File: src/rtl/dac_stream_fifo.sv
// dac_stream_fifo: first-word-fall-through AXI-Stream FIFO that feeds the DAC
// signal splitter. It reports occupancy, raises a sticky primed flag once enough
// batches are buffered, and counts starved cycles after priming.
module dac_stream_fifo #(
  parameter int DATA_WIDTH  = 256,
  parameter int DEPTH       = 16,
  parameter int PRIME_LEVEL = 8,
  parameter int CNT_WIDTH   = 16
) (
  input  logic                      m_axis_aclk,
  input  logic                      m_axis_aresetn,
  input  logic [DATA_WIDTH-1:0]     S_AXIS_tdata,
  input  logic                      S_AXIS_tvalid,
  output logic                      S_AXIS_tready,
  output logic [DATA_WIDTH-1:0]     M_AXIS_tdata,
  output logic                      M_AXIS_tvalid,
  input  logic                      M_AXIS_tready,
  output logic [$clog2(DEPTH):0]    fill_level,
  output logic                      primed,
  output logic [CNT_WIDTH-1:0]      underflow_count,
  input  logic                      clear_underflow
);

  localparam int AW = $clog2(DEPTH);
  localparam logic [AW:0]          PTR_ONE    = (AW+1)'(1);
  localparam logic [AW:0]          PRIME_FILL = (AW+1)'(PRIME_LEVEL);
  localparam logic [CNT_WIDTH-1:0] CNT_ONE    = CNT_WIDTH'(1);
  localparam logic [CNT_WIDTH-1:0] CNT_MAX    = '1;

  // Storage is not reset: stale contents are never visible because the
  // pointers define what is valid.
  logic [DATA_WIDTH-1:0] mem [DEPTH];

  // Pointers carry one extra wrap bit so full and empty are distinguishable.
  logic [AW:0] wr_ptr_reg, wr_ptr_next;
  logic [AW:0] rd_ptr_reg, rd_ptr_next;
  logic [AW:0] fill_next;
  logic        primed_reg;
  logic [CNT_WIDTH-1:0] underflow_reg;

  logic empty;
  logic full;
  logic wr_en;
  logic rd_en;
  logic underflow_event;

  assign empty = (wr_ptr_reg == rd_ptr_reg);
  assign full  = (wr_ptr_reg[AW-1:0] == rd_ptr_reg[AW-1:0]) &&
                 (wr_ptr_reg[AW] != rd_ptr_reg[AW]);

  // Ready is held low while reset is asserted so nothing is accepted then;
  // otherwise it depends only on registered pointers.
  assign S_AXIS_tready = m_axis_aresetn & ~full;
  assign M_AXIS_tvalid = ~empty;
  assign M_AXIS_tdata  = mem[rd_ptr_reg[AW-1:0]];

  assign wr_en = S_AXIS_tvalid & S_AXIS_tready;
  assign rd_en = M_AXIS_tvalid & M_AXIS_tready;

  // A starved cycle only matters once playback has been primed.
  assign underflow_event = primed_reg & M_AXIS_tready & empty;

  assign fill_level      = wr_ptr_reg - rd_ptr_reg;
  assign primed          = primed_reg;
  assign underflow_count = underflow_reg;

  // Next-state pointers and the occupancy they imply after this edge.
  always_comb begin
    wr_ptr_next = wr_ptr_reg;
    rd_ptr_next = rd_ptr_reg;
    if (wr_en) begin
      wr_ptr_next = wr_ptr_reg + PTR_ONE;
    end
    if (rd_en) begin
      rd_ptr_next = rd_ptr_reg + PTR_ONE;
    end
    fill_next = wr_ptr_next - rd_ptr_next;
  end

  // Write port of the batch storage.
  always_ff @(posedge m_axis_aclk) begin
    if (wr_en) begin
      mem[wr_ptr_reg[AW-1:0]] <= S_AXIS_tdata;
    end
  end

  // Pointer and primed-flag state; reset discards everything buffered.
  always_ff @(posedge m_axis_aclk) begin
    if (!m_axis_aresetn) begin
      wr_ptr_reg <= '0;
      rd_ptr_reg <= '0;
      primed_reg <= 1'b0;
    end else begin
      wr_ptr_reg <= wr_ptr_next;
      rd_ptr_reg <= rd_ptr_next;
      if (fill_next >= PRIME_FILL) begin
        primed_reg <= 1'b1;
      end
    end
  end

  // Saturating underflow counter; a clear wins over a coincident event.
  always_ff @(posedge m_axis_aclk) begin
    if (!m_axis_aresetn) begin
      underflow_reg <= '0;
    end else if (clear_underflow) begin
      underflow_reg <= '0;
    end else if (underflow_event && (underflow_reg != CNT_MAX)) begin
      underflow_reg <= underflow_reg + CNT_ONE;
    end
  end

endmodule

File: config.mk
export PLATFORM = sky130hd
export DESIGN_NAME = dac_stream_fifo
export DESIGN_NICKNAME = d
export VERILOG_FILES = /design/src/rtl/dac_stream_fifo.sv
export SDC_FILE = /design/constraint.sdc
export NUM_CORES = 2
export LEC_CHECK = 0
export BUFFER_PORTS_ARGS = -buffer_cell sky130_fd_sc_hd__buf_2
export CELL_PAD_IN_SITES_DETAIL_PLACEMENT = 1
export CELL_PAD_IN_SITES_GLOBAL_PLACEMENT = 2
export CORE_MARGIN = 2
export CORE_UTILIZATION = 55
export DETAILED_ROUTE_END_ITERATION = 16
export PLACE_DENSITY = 0.95
export SETUP_SLACK_MARGIN = 0.2
export SLEW_MARGIN = 20
export SYNTH_ARGS = -nofsm -noshare
export SYNTH_HDL_FRONTEND = slang
export SYNTH_SLANG_ARGS = --single-unit
File: constraint.sdc
create_clock -name m_axis_aclk -period 32.7 [get_ports m_axis_aclk]
set_input_delay 0 -clock m_axis_aclk [delete_from_list [all_inputs] [get_ports m_axis_aclk]]
set_output_delay 0 -clock m_axis_aclk [all_outputs]
set_load 0.01 [all_outputs]
**Word-level counts from Yosys, hierarchy flattened**

Memories as Yosys holds them, arrays and structs flattened. A register that Yosys moved wholly into a read port is not among the register bits.
Cells that the tools add are included.
W data, S select, Z words.

- Register bits after elaboration: 27
- RAM bits: 4096
- Input port bits: 261
- Output and inout bits: 280
- Logic and storage cells: 31
- Memories: 1

- $add $sub $neg: 5
- Order comparisons: 1
- Equal/unequal tests: 4
- Muxes and demuxes: 5
- Bitwise logic cells: 8
- Reductions and logical operators: 3

Memories:

| name | depth | bits a word | read ports | clocked after memory_dff | write ports | line | RTL |
|---|---|---|---|---|---|---|---|
| mem | 16 | 256 | 1 | 1 | 1 | 32 | `logic [DATA_WIDTH-1:0] mem [DEPTH];` |

Operators by type and width:

| kind | number |
|---|---|
| $add A16 B1 Y16 const B | 1 |
| $ne A16 B16 Y1 const B | 1 |
| $add A5 B1 Y5 const B | 2 |
| $mux W5 | 2 |
| $sub A5 B5 Y5 | 2 |
| $and A1 B1 Y1 | 5 |
| $eq A5 B5 Y1 | 1 |
| $ge A5 B4 Y1 const B | 1 |
| $eq A4 B4 Y1 | 1 |
| $mux W4 | 1 |
| $not A1 Y1 | 3 |
| $logic_and A1 B1 Y1 | 2 |
| $mux W1 | 2 |
| $reduce_or A2 Y1 | 1 |
| $ne A1 B1 Y1 | 1 |

**Longest topological paths before layout**

- Depth in word-level cells: 8
- Depth in mapped cells: 16

**Least setup slack after synthesis**

Ideal clock, no wire load.

- Kind: register -> register
- Start: register rd_ptr_reg[1]
- End: memory mem[3][0] (enable)
- Arrival: 19.571 ns
- Setup slack: 11.943 ns
- Stages on the path, launching flop included: 11
- Path buffers: 4
- Clock period less this slack: 20.757 ns
- Cells stage by stage: dfxtp_1 buf_2 buf_1 buf_1 inv_1 ha_1 and4_1 clkbuf_1 a21oi_2 nand2_1 nor3_1

- Cells in the longest elaborated chain, start to end: 7

RTL lines:

| element | line | RTL |
|---|---|---|
| start, declared | 36 | `logic [AW:0] rd_ptr_reg, rd_ptr_next;` |
| start signal, assigned | 95 | `rd_ptr_reg <= rd_ptr_next;` |
| $eq A4 B4 Y1 | 48 | `assign full = (wr_ptr_reg[AW-1:0] == rd_ptr_reg[AW-1:0]) &&` |
| $logic_and A1 B1 Y1 | 48 |  |
| $not A1 Y1 | 53 | `assign S_AXIS_tready = m_axis_aresetn & ~full;` |
| $and A1 B1 Y1 | 53 |  |
| $and A1 B1 Y1 | 57 | `assign wr_en = S_AXIS_tvalid & S_AXIS_tready;` |
| $mux W1 | 82 | `if (wr_en) begin` |
| $mux W1 (not written as such) | 83 | `mem[wr_ptr_reg[AW-1:0]] <= S_AXIS_tdata;` |
| end, declared | 32 |  |

Every way passes these cells.

==> results.yml <==
floorplanning:
  dieArea_um2: 286000
  initial_core_util_pct: 55.4
  core_um2: 280000
  die_w_um: 535
  ios: 541
  rows: 194
  die_height_um: 535
synth:
  synthesis.area_um2: 155000
  ys_types: 40
  avgSynthCellArea_um2: 26.4
  ys_seq_area_share_pct: 79.8
  ys.flop_type: "edfxtp_1"
  syn_inst: 5873
  synth_edf_count: 4096
  ys_seq_elements: 4123
  synth-async-reset-ratio_pct: 0
  ys_warn_count: 0
  syn_nets: 6150
drt:
  num_vias: 78100
  ant_nets: 0
  routed_wl_mm: 482
  first_pass_iters: 6
  drc: 0
  wire_per_inst_um: 43.0
  avgViaCountPerCell: 6.96
  drt-initial-drc-count: 12900
place:
  gp_congestion: 0.779
  io_buffer_count: 540
  hpwl_mm: 207
  place_ws_ps: 25170
layout:
  seq_area_um2: 124000
  postLayoutCoreUtil_pct: 64.5
  areaGrowthSynthToFinish_pct: 16.4
  multiInputGateArea_um2: 30000
  n_fill_cell: 21800
  drive_gt1_share_pct: 34.0
  largest_reg_flops: 4096
  final_nets: 7407
power:
  p_sw_share_pct: 23.9
  pwr-share-seq_pct: 49.3
  power_frac_comb_pct: 9.8
  internal_power_mw: 9.05
  power_density_nw_per_um2: 66.0
  p_leak_nw: 55.9
  p_switching_mw: 2.84
  pwr-share-clk_pct: 40.9
  power_mw: 11.9
  vdd_drop_max_v: 0.0000747
cts:
  clock-sinks: 4123
  clkTransAtPathRegs_ps: 80
  cts_setup_buffers: 0
  cts_buffers: 399
  cts_root_buf: "clkbuf_16"
  cts_tree: "done"
  clkLatencyLatePin_ps: 980
  clock_path_buffers: 4
  h-tree-depth: 5
timing:
  fmax_mhz: 121
  setup_viol: 0
  min_period_ps: 8280
  final.setup.tns_ps: 0
  clock-skew-final_ps: 67.7
  worst_slack_ps: 24420
  tightestPinTransition_ps: 1200
  slew_viol_final: 0
  rsz0062_at_grt: "no"
  finalCritPeriodShare_pct: 25.3
  timing.final.hold_violations: 0
  max_slew_margin_pct: 20.1
grt:
  grt_pass1_vias: 80400
  grt_max_degree: 165
  track_usage_pct: 33.8
  overflow: 0
  antenna_found_initial: 53
  grt_pass1_wl_mm: 671
worst_setup_path:
  reg2regPathDepth: 10
  path_max_fanout: 108
  regToRegSetupSlack_ps: 25680
  required_ps: 32700
  start_kind: "register"
  arrival_ps: 8280
  path_class: "reg2out"
  critPathCaptureType: "output port"
worst_hold_path:
  hold_class: "in2reg"
  whs_path_depth: 2
run_status:
  status: "finished, final reports clean"
job:
  max_cap_violations: 0
[worst paths after layout]
path / startpoint / to
max: rd_ptr_reg[0]$_SDFF_PN0_ / M_AXIS_tdata[128]
min: S_AXIS_tdata[195] / mem[0][195]$_DFFE_PP_
max reg2reg: rd_ptr_reg[3]$_SDFF_PN0_ / mem[14][220]$_DFFE_PP_
min reg2reg: primed$_SDFFE_PN0P_ / primed$_SDFFE_PN0P_
[routing by layer]
metal / global-route usage, % / part of all wire, % / up-vias
met5: 0 / 0.051 / -
li1: - / - / 28400
met3: 5.55 / 11 / 1228
met1: 43.8 / 33 / 41100
met2: 57.5 / 51 / 7223
met4: 14.1 / 5.0 / 38
[power by group through the flow]
stage | logic (mW) | registers (mW) | clock network [mW]
finish | 1.17 | 5.86 | 4.86
global route | 1.21 | 5.86 | 5.02
CTS | 1.14 | 5.86 | 4.78
detailed placement | 1.05 | 5.97 | 0
global placement | 1.00 | 5.96 | 0
floorplan | 0.724 | 5.98 | 0
[critical path, cell delays in order (launching register included)]
cell and delay (ps):
dfxtp_4 890, buf_12 770, buf_4 830, buf_4 770, buf_4 710, buf_4 850
buf_4 850, mux4_2 650, mux4_2 540, buf_2 180
[through the flow]
step	hold slack [ps]	std cells	cell area [um^2]
detailed placement	290	9978	162000
global route	27.5	11200	180000
finish	26.6	11200	180000
CTS	0.422	11200	180000
floorplan	98.9	5873	155000
global placement	268	9978	162000
[final cells by class]
type	instances	area share (%)
clock buffer	477	5.80
inverter	15	0.0354
tap	3724	2.58
clock inverter	255	1.48
timing repair buffer	1145	4.85
sequential	4123	68.5
antenna	35	0.0486
multi-input combinational	1446	16.7
[repair_timing]
item / CTS / global route
gates resized for setup: 0 / 0
hold endpoints to repair: 4179 / 0
hold buffers: 473 / 0
[cell families (layout without fill, tap and decap cells)]
| kind of cell | count (synthesis) | count (layout) | synth area share (%) |
|---|---|---|---|
| xor+xnor | 21 | 21 | 0.128 |
| fa+ha+maj | 16 | 16 | 0.139 |
| other cells | 0 | 35 | 0 |
| buf+inv | 304 | 1892 | 0.894 |
| mux | 1283 | 1283 | 18.6 |
| compound gates | 34 | 34 | 0.131 |
| simple gates | 92 | 92 | 0.296 |
| flops | 4123 | 4123 | 79.8 |
[cell usage in the layout (no fill, tap or decap), types with 8 or more instances in the layout]
| master | n |
|---|---|
| edfxtp_1 | 4096 |
| mux4_2 | 1280 |
| buf_2 | 540 |
| dlygate4sd3_1 | 473 |
| clkbuf_16 | 407 |
| buf_4 | 106 |
| clkinv_1 | 100 |
| clkbuf_1 | 70 |
| clkinv_2 | 69 |
| bufinv_16 | 46 |
| diode_2 | 35 |
| dfxtp_1 | 24 |
| buf_12 | 21 |
| nor2_1 | 18 |
| nand2_1 | 16 |
| a21oi_1 | 14 |
| ha_1 | 14 |
| clkinvlp_4 | 14 |
| inv_1 | 13 |
| xnor2_1 | 12 |
| nor2_4 | 11 |
| nand3_1 | 10 |
| xor2_1 | 8 |
| o21ai_0 | 8 |
| clkinv_16 | 8 |
[cell usage after synthesis, types with 2 or more instances]
cell type / number / share of area (%)
mux2i_1: 3 / 0.019
clkbuf_1: 144 / 0.35
o211ai_1: 2 / 0.0097
fa_1: 2 / 0.026
nor3_1: 6 / 0.019
nand3_1: 10 / 0.032
ha_1: 14 / 0.11
a21oi_1: 14 / 0.045
nand2_1: 16 / 0.039
xnor2_1: 12 / 0.068
dfxtp_1: 27 / 0.35
buf_1: 31 / 0.075
and4_1: 3 / 0.017
xor2_1: 8 / 0.045
edfxtp_1: 4096 / 79
nand2b_1: 4 / 0.016
a21o_1: 3 / 0.015
nor2_1: 29 / 0.070
o21a_1: 2 / 0.0097
and3_1: 3 / 0.012
or3_1: 7 / 0.028
buf_6: 16 / 0.12
nand4_1: 7 / 0.028
buf_2: 98 / 0.32
mux4_2: 1280 / 19
inv_1: 13 / 0.032
o21ai_0: 8 / 0.026
and2_1: 3 / 0.012
(Power assumes the default switching activity.)
